===== config.mk =====
export PLATFORM = sky130hd
export DESIGN_NAME = mic_sample_fifo_flat
export DESIGN_NICKNAME = d
export VERILOG_FILES = /design/src/rtl/mic_sample_fifo_if.sv /design/src/rtl/mic_sample_fifo.sv /design/src/flat_wrapper.sv
export SDC_FILE = /design/constraint.sdc
export NUM_CORES = 2
export LEC_CHECK = 0
export CORE_ASPECT_RATIO = 0.9
export CORE_MARGIN = 1
export CORE_UTILIZATION = 60
export CTS_BUF_LIST = sky130_fd_sc_hd__clkbuf_4
export DETAILED_ROUTE_END_ITERATION = 16
export GPL_ROUTABILITY_DRIVEN = 0
export HOLD_SLACK_MARGIN = 0.08
export PLACE_DENSITY = 0.76
export SLEW_MARGIN = 20
export SYNTH_ARGS = -nofsm -noshare
export SYNTH_HDL_FRONTEND = slang
export SYNTH_SLANG_ARGS = --single-unit

===== constraint.sdc =====
create_clock -name sys_clk -period 4.5 [get_ports sys_clk]
set_input_delay 1.35 -clock sys_clk [delete_from_list [all_inputs] [get_ports sys_clk]]
set_output_delay 1.35 -clock sys_clk [all_outputs]
set_load 0.03 [all_outputs]

===== src/rtl/mic_sample_fifo_if.sv =====
// Sample FIFO bus bundle: SPI capture side in, bus reader side.
// slave = FIFO, master = producer/reader driving the strobes.
interface mic_sample_fifo_if #(
  parameter int DATA_WIDTH = 16,
  parameter int DEPTH      = 128
);
  localparam int LW = $clog2(DEPTH) + 1;

  logic                  async_write;
  logic [DATA_WIDTH-1:0] data_in;
  logic                  sync_read;
  logic                  sync_enable;
  logic                  clear_flags;
  logic [DATA_WIDTH-1:0] data_out;
  logic [LW-1:0]         level;
  logic                  empty;
  logic                  full;
  logic                  overflow;
  logic                  underflow;
  logic                  interrupt;

  modport master (
    output async_write, data_in, sync_read,
    output sync_enable, clear_flags,
    input  data_out, level, empty, full,
    input  overflow, underflow, interrupt
  );

  modport slave (
    input  async_write, data_in, sync_read,
    input  sync_enable, clear_flags,
    output data_out, level, empty, full,
    output overflow, underflow, interrupt
  );
endinterface


===== src/rtl/mic_sample_fifo.sv =====
// Single-clock mic sample FIFO with synchronised capture strobe.
// Option MIC_FIFO_DROP_OLDEST_EN: overwrite oldest entry when full.
module mic_sample_fifo #(
  parameter int DATA_WIDTH  = 16,
  parameter int DEPTH       = 128,
  parameter int IRQ_LEVEL   = 2,
  parameter int SYNC_STAGES = 2
) (
  input logic              sys_clk,
  input logic              PRESETn,
  mic_sample_fifo_if.slave bus
);
  localparam int AW = $clog2(DEPTH);
  localparam int LW = AW + 1;

  logic [DATA_WIDTH-1:0]  mem [DEPTH];
  logic [AW-1:0]          head_q, head_d;
  logic [AW-1:0]          tail_q, tail_d;
  logic [LW-1:0]          level_q, level_d;
  logic [SYNC_STAGES-1:0] sync_q;
  logic                   dly_q;
  logic                   ovf_q, ovf_d;
  logic                   unf_q, unf_d;
  logic                   disarm_q, disarm_d;

  logic wr_pulse, full_w, empty_w;
  logic rd_ok, wr_ok, drop, adv_head;
  logic ovf_evt, unf_evt;

  assign wr_pulse = sync_q[SYNC_STAGES-1] & ~dly_q;
  assign full_w   = (level_q == LW'(DEPTH));
  assign empty_w  = (level_q == '0);
  assign rd_ok    = bus.sync_read & ~empty_w;
  assign unf_evt  = bus.sync_read & empty_w;
  assign ovf_evt  = wr_pulse & full_w & ~bus.sync_read;

`ifdef MIC_FIFO_DROP_OLDEST_EN
  assign drop  = ovf_evt;
  assign wr_ok = wr_pulse;
`else
  assign drop  = 1'b0;
  assign wr_ok = wr_pulse & (~full_w | rd_ok);
`endif

  assign adv_head = rd_ok | drop;

  // next-state for pointers, level, flags and interrupt disarm
  always_comb begin
    head_d   = head_q;
    tail_d   = tail_q;
    level_d  = level_q;
    disarm_d = disarm_q;
    if (adv_head) head_d = head_q + AW'(1);
    if (wr_ok)    tail_d = tail_q + AW'(1);
    if (wr_ok && !adv_head)      level_d = level_q + LW'(1);
    else if (adv_head && !wr_ok) level_d = level_q - LW'(1);
    if (rd_ok)                disarm_d = 1'b1;
    else if (bus.sync_enable) disarm_d = 1'b0;
    ovf_d = ovf_evt | (ovf_q & ~bus.clear_flags);
    unf_d = unf_evt | (unf_q & ~bus.clear_flags);
  end

  // control state with async reset; strobe synchroniser and edge flop
  always_ff @(posedge sys_clk or negedge PRESETn) begin
    if (!PRESETn) begin
      head_q   <= '0;
      tail_q   <= '0;
      level_q  <= '0;
      sync_q   <= '0;
      dly_q    <= 1'b0;
      ovf_q    <= 1'b0;
      unf_q    <= 1'b0;
      disarm_q <= 1'b0;
    end else begin
      head_q   <= head_d;
      tail_q   <= tail_d;
      level_q  <= level_d;
      sync_q   <= {sync_q[SYNC_STAGES-2:0], bus.async_write};
      dly_q    <= sync_q[SYNC_STAGES-1];
      ovf_q    <= ovf_d;
      unf_q    <= unf_d;
      disarm_q <= disarm_d;
    end
  end

  // sample storage, not reset; data_in captured on the commit edge
  always_ff @(posedge sys_clk) begin
    if (wr_ok) mem[tail_q] <= bus.data_in;
  end

  assign bus.data_out  = empty_w ? '0 : mem[head_q];
  assign bus.level     = level_q;
  assign bus.empty     = empty_w;
  assign bus.full      = full_w;
  assign bus.overflow  = ovf_q;
  assign bus.underflow = unf_q;
  assign bus.interrupt = (level_q >= LW'(IRQ_LEVEL)) & ~disarm_q;
endmodule


===== src/flat_wrapper.sv =====
// flat-port wrapper written by rule: the top's interface ports become plain ports
module mic_sample_fifo_flat 
#(
  parameter int DATA_WIDTH  = 16,
  parameter int DEPTH       = 128,
  parameter int IRQ_LEVEL   = 2,
  parameter int SYNC_STAGES = 2
)
  (sys_clk, PRESETn, bus_async_write, bus_data_in, bus_sync_read, bus_sync_enable, bus_clear_flags, bus_data_out, bus_level, bus_empty, bus_full, bus_overflow, bus_underflow, bus_interrupt);
  mic_sample_fifo_if #(.DATA_WIDTH(DATA_WIDTH), .DEPTH(DEPTH)) bus_i ();
  input logic sys_clk;
  input logic PRESETn;
  input wire logic [$bits(bus_i.async_write)-1:0] bus_async_write;
  input wire logic [$bits(bus_i.data_in)-1:0] bus_data_in;
  input wire logic [$bits(bus_i.sync_read)-1:0] bus_sync_read;
  input wire logic [$bits(bus_i.sync_enable)-1:0] bus_sync_enable;
  input wire logic [$bits(bus_i.clear_flags)-1:0] bus_clear_flags;
  output wire logic [$bits(bus_i.data_out)-1:0] bus_data_out;
  output wire logic [$bits(bus_i.level)-1:0] bus_level;
  output wire logic [$bits(bus_i.empty)-1:0] bus_empty;
  output wire logic [$bits(bus_i.full)-1:0] bus_full;
  output wire logic [$bits(bus_i.overflow)-1:0] bus_overflow;
  output wire logic [$bits(bus_i.underflow)-1:0] bus_underflow;
  output wire logic [$bits(bus_i.interrupt)-1:0] bus_interrupt;
  assign bus_i.async_write = bus_async_write;
  assign bus_i.data_in = bus_data_in;
  assign bus_i.sync_read = bus_sync_read;
  assign bus_i.sync_enable = bus_sync_enable;
  assign bus_i.clear_flags = bus_clear_flags;
  assign bus_data_out = bus_i.data_out;
  assign bus_level = bus_i.level;
  assign bus_empty = bus_i.empty;
  assign bus_full = bus_i.full;
  assign bus_overflow = bus_i.overflow;
  assign bus_underflow = bus_i.underflow;
  assign bus_interrupt = bus_i.interrupt;
  mic_sample_fifo #(.DATA_WIDTH(DATA_WIDTH), .DEPTH(DEPTH), .IRQ_LEVEL(IRQ_LEVEL), .SYNC_STAGES(SYNC_STAGES)) u_core (.sys_clk(sys_clk), .PRESETn(PRESETn), .bus(bus_i));
endmodule

==> metrics list <==
- Status: finished, violations left
- The final reports fail on negative setup slack.
- Port buffering added 50 buffers.
* Final Skew: between 0.1 and 0.15 ns
* Worst Path Class, Setup: flop to primary output
* Hold Path Class: flop to flop
- First-pass GRT wire length: 294 mm
* Number of failing hold endpoints at the final stage: 0
* Area growth from synthesis to final layout: 17.3%
- Number of warnings printed during yosys synthesis: 0
- In this run the critical register-to-register path is launched from u_core.bus.level[3]$_DFFE_PN0P_.
* Min Tclk post-route: 5.68 ns
* PD cells: roughly 620 nW/um^2
- GRT Util Overall: 30.9%
* Detailed placer's ending HPWL: 120 mm
* Share of synthesized registers carrying an async set or reset: approximately 1.3%
- Slew @ Worst Pin: 1.13 ns
- In this run the clock root is driven by a sky130_fd_sc_hd__clkbuf_4.
- Number of standard cells after synthesis: roughly 3,500
- After detailed routing, the number of vias per cell comes to 6.67.
- Summed over all layers, the global routing overflow is 0.
- Sink count of the clock tree: 2,076
* CTS H-tree lvls: 5
- The routed design has 209 mm of wire.
* Maximum number of pins on one net before global-route repair: 129
- Total buffers and inverters traversed by the critical path: 7
- Worst voltage drop across the vdd grid: 1.06 mV
* Setup repair after global routing missed its margin: yes
- Max Clock Freq: 0.176 GHz
- Delay-heaviest family, CP: buffers and inverters
* Critical path's slowest cell: sky130_fd_sc_hd__mux4_2
* Boundary pin count: 51
- Worst setup path startpoint: u_core.head_q[0]$_DFFE_PN0P_
- Cell type with the largest total area after synthesis: sky130_fd_sc_hd__edfxtp_1
- In this design, the stage delay of the slowest critical-path cell is 0.53 ns.
* Remaining design rule violation count: 0
- Netlist Area Pre-Place: approximately 80,000 sq um
* Final setup violation count: 16
- In this run, distinct cell masters in the synthesized netlist total 54.
- Across the run, the number of max-cap violations was 0.
* Core area: 132,000 sq um
* Reg-to-Reg End: u_core.bus.level[7]$_DFFE_PN0P_
* Iteration count of the initial detailed-routing pass: 8
- The count of nets left with antenna violations once routing finished came out at 0.
* Clock Latency Late Sink: 1.36 ns
* Total CTS buffers: 490
- Maximum count of clock buffers along a single path: 4
- Initial drt markers: 6,595
- Routed wire length per instance: 32.2 um
- Final Instance Count excl. Fillers: 6,481
* Crit share post-route: 126%
- Crit-path most repeated cell: sky130_fd_sc_hd__buf_16
* Slew Limit Fails: 0
- From left edge to right edge, the die measures ~390 um.
* Leading post-synthesis cells by cell area: sky130_fd_sc_hd__edfxtp_1 77%, sky130_fd_sc_hd__mux4_2 15%, sky130_fd_sc_hd__mux2i_1 1.4%
- Clock-pin slew of the registers on the worst-case setup and hold paths: 0.07 ns
* FF-to-FF setup slack: 1.00 ns
- Data on the critical path is required at its endpoint by 3.15 ns.
* Capture point of the critical path: bus_data_out[10]
- Initial standard-cell utilization of the core: 60.7%
- Crit-path cells: buf_12, buf_16, buf_16, buf_16, buf_8, mux4_2, mux4_2, nor2b_1, a21oi_1, buf_4, a22oi_2, buf_6
- For this design the static power due to leakage is 30.9 nW.
- The die covers 135,000 sq um.
* Peak fanout along the critical path: 8
- The post-route netlist has 40.6% of its cells at a drive strength greater than 1.
- In the final design database the tool counted 4,421 nets.
- FF-to-FF path depth: 13
- Total number of cells along the worst setup path: 12
* Number of core rows: 126
- The via count of the first global-routing pass is 42,800.
* Dominant synthesized flop cell: sky130_fd_sc_hd__edfxtp_1
- The share of the Yosys chip area taken by registers is a little under 80%.
- Synthesis inferred 2,076 register bits.
- Via total after detailed routing: 43,200
- Syn_nets: 3,569
- Summing internal, switching and leakage power gives 57.8 mW.
- Worst endpoint data arrival time: between 4 and 5 ns
- Mean instance size in the synthesized netlist: 22.6 sq um
* Startpoint Class: flop
- Worst Setup End Kind: primary output
* Commonest cells in the netlist: 2,048 x sky130_fd_sc_hd__edfxtp_1, 525 x sky130_fd_sc_hd__mux4_2, 168 x sky130_fd_sc_hd__nor2_1
- Floorplan die height: 348 um
* TritonCTS clock tree: yes
- Post-Route Setup TNS: -17.57 ns
* Most frequent cell after synthesis: sky130_fd_sc_hd__edfxtp_1
- Antenna violations before repair: 4
- Synth top area share: 76.9%
- Setup WS pre-CTS: -0.372 ns
- Worst max-slew margin expressed relative to the limit: between 20 and 25%
* Number of cells in the design after placement: 5,520
* EDFF count, synth: just over 2,000
- After layout, the worst setup slack is -1.18 ns.
through the flow:
step | utilization [%] | cell area (sq um) | hold WS (ns)
after CTS | 70.7 | 93000 | 0.285
after floorplan | - | 79900 | 0.331
after global placement | 64.7 | 85200 | 0.346
final | 71.3 | 93800 | 0.355
after global routing | 71.3 | 93800 | 0.327
after detailed placement | 64.7 | 85200 | 0.354
sequential cells by signal, summed over array words and instances, names as in the netlist:
register              count
u_core.bus.level          8
u_core.bus.underflow      1
u_core.tail_q             7
u_core.head_q             7
u_core.bus.overflow       1
u_core.sync_q             2
u_core.disarm_q           1
u_core.dly_q              1
u_core.mem             2048
area by class of cell:
class,instances,area (sq um)
Antenna cell,1,2.50
Clock buffer,712,5350
Clock inverter,145,629
Fill cell,7360,37800
Inverter,10,37.5
Multi-Input combinational cell,1254,17600
Sequential cell,2076,62200
Tap cell,1728,2160
Timing Repair Buffer,555,5810
cell usage in the layout (no fill, tap or decap), types with 24 or more instances in the layout:
cell type                  instances
sky130_fd_sc_hd__buf_4           394
sky130_fd_sc_hd__nand3_1          29
sky130_fd_sc_hd__edfxtp_1       2048
sky130_fd_sc_hd__buf_12           70
sky130_fd_sc_hd__mux4_2          525
sky130_fd_sc_hd__clkbuf_4        712
sky130_fd_sc_hd__dfrtp_1          24
sky130_fd_sc_hd__mux2i_1         106
sky130_fd_sc_hd__buf_6            41
sky130_fd_sc_hd__a22oi_1          50
sky130_fd_sc_hd__nand2_1          32
sky130_fd_sc_hd__clkinv_1        121
sky130_fd_sc_hd__nor2_1          165
logic make-up after synthesis:
family | after synthesis | synth area share (%)
xor gates and xnor gates | 18 | 0.197
buffers and inverters | 205 | 1.39
and+or+nand+nor | 328 | 1.86
adders and majority gates | 12 | 0.197
muxes | 642 | 16.3
AOI/OAI and AO/OA | 254 | 2.29
DFF | 2076 | 77.8
routing by layer:
layer,up-vias,wire [um],part of all wire [%],global-route usage [%]
met5,-,23,0.011,0
met4,4,5330,2.5,10.6
met3,430,28900,14,8.68
met2,3660,98800,47,46.4
met1,22100,75900,36,44.6
li1,17100,-,-,-
repair_timing:
| action | in CTS | in global routing |
|---|---|---|
| hold endpoints to repair | 0 | 0 |
| endpoints found under the setup margin | 18 | 16 |
| pin swaps | 44 | 35 |
| gates resized for setup | 215 | 62 |
| hold buffers | 0 | 0 |
| cloned | 11 | 2 |
| buffers inserted | 53 | 47 |
report_power, final:
part	internal (mW)	leakage, nW	switching (mW)	total (mW)
logic	10.0	8.61	11.4	21.4
clock network	7.34	3.58	7.27	14.6
registers	21.5	18.7	0.262	21.8
worst min-delay path by stage:
stage | startpoint | end | depth (start not counted)
6_report | u_core.sync_q[0]$_DFF_PN0_ | u_core.sync_q[1]$_DFF_PN0_ | 0
5_1_grt | PRESETn | u_core.bus.level[0]$_DFFE_PN0P_ | 1
4_1_cts | PRESETn | u_core.bus.level[0]$_DFFE_PN0P_ | 1
3_5_place_dp | u_core.sync_q[0]$_DFF_PN0_ | u_core.sync_q[1]$_DFF_PN0_ | 0
3_3_place_gp | u_core.sync_q[0]$_DFF_PN0_ | u_core.sync_q[1]$_DFF_PN0_ | 0
2_1_floorplan | u_core.sync_q[0]$_DFF_PN0_ | u_core.sync_q[1]$_DFF_PN0_ | 0
Note: power is estimated with default switching activity, not from simulation.
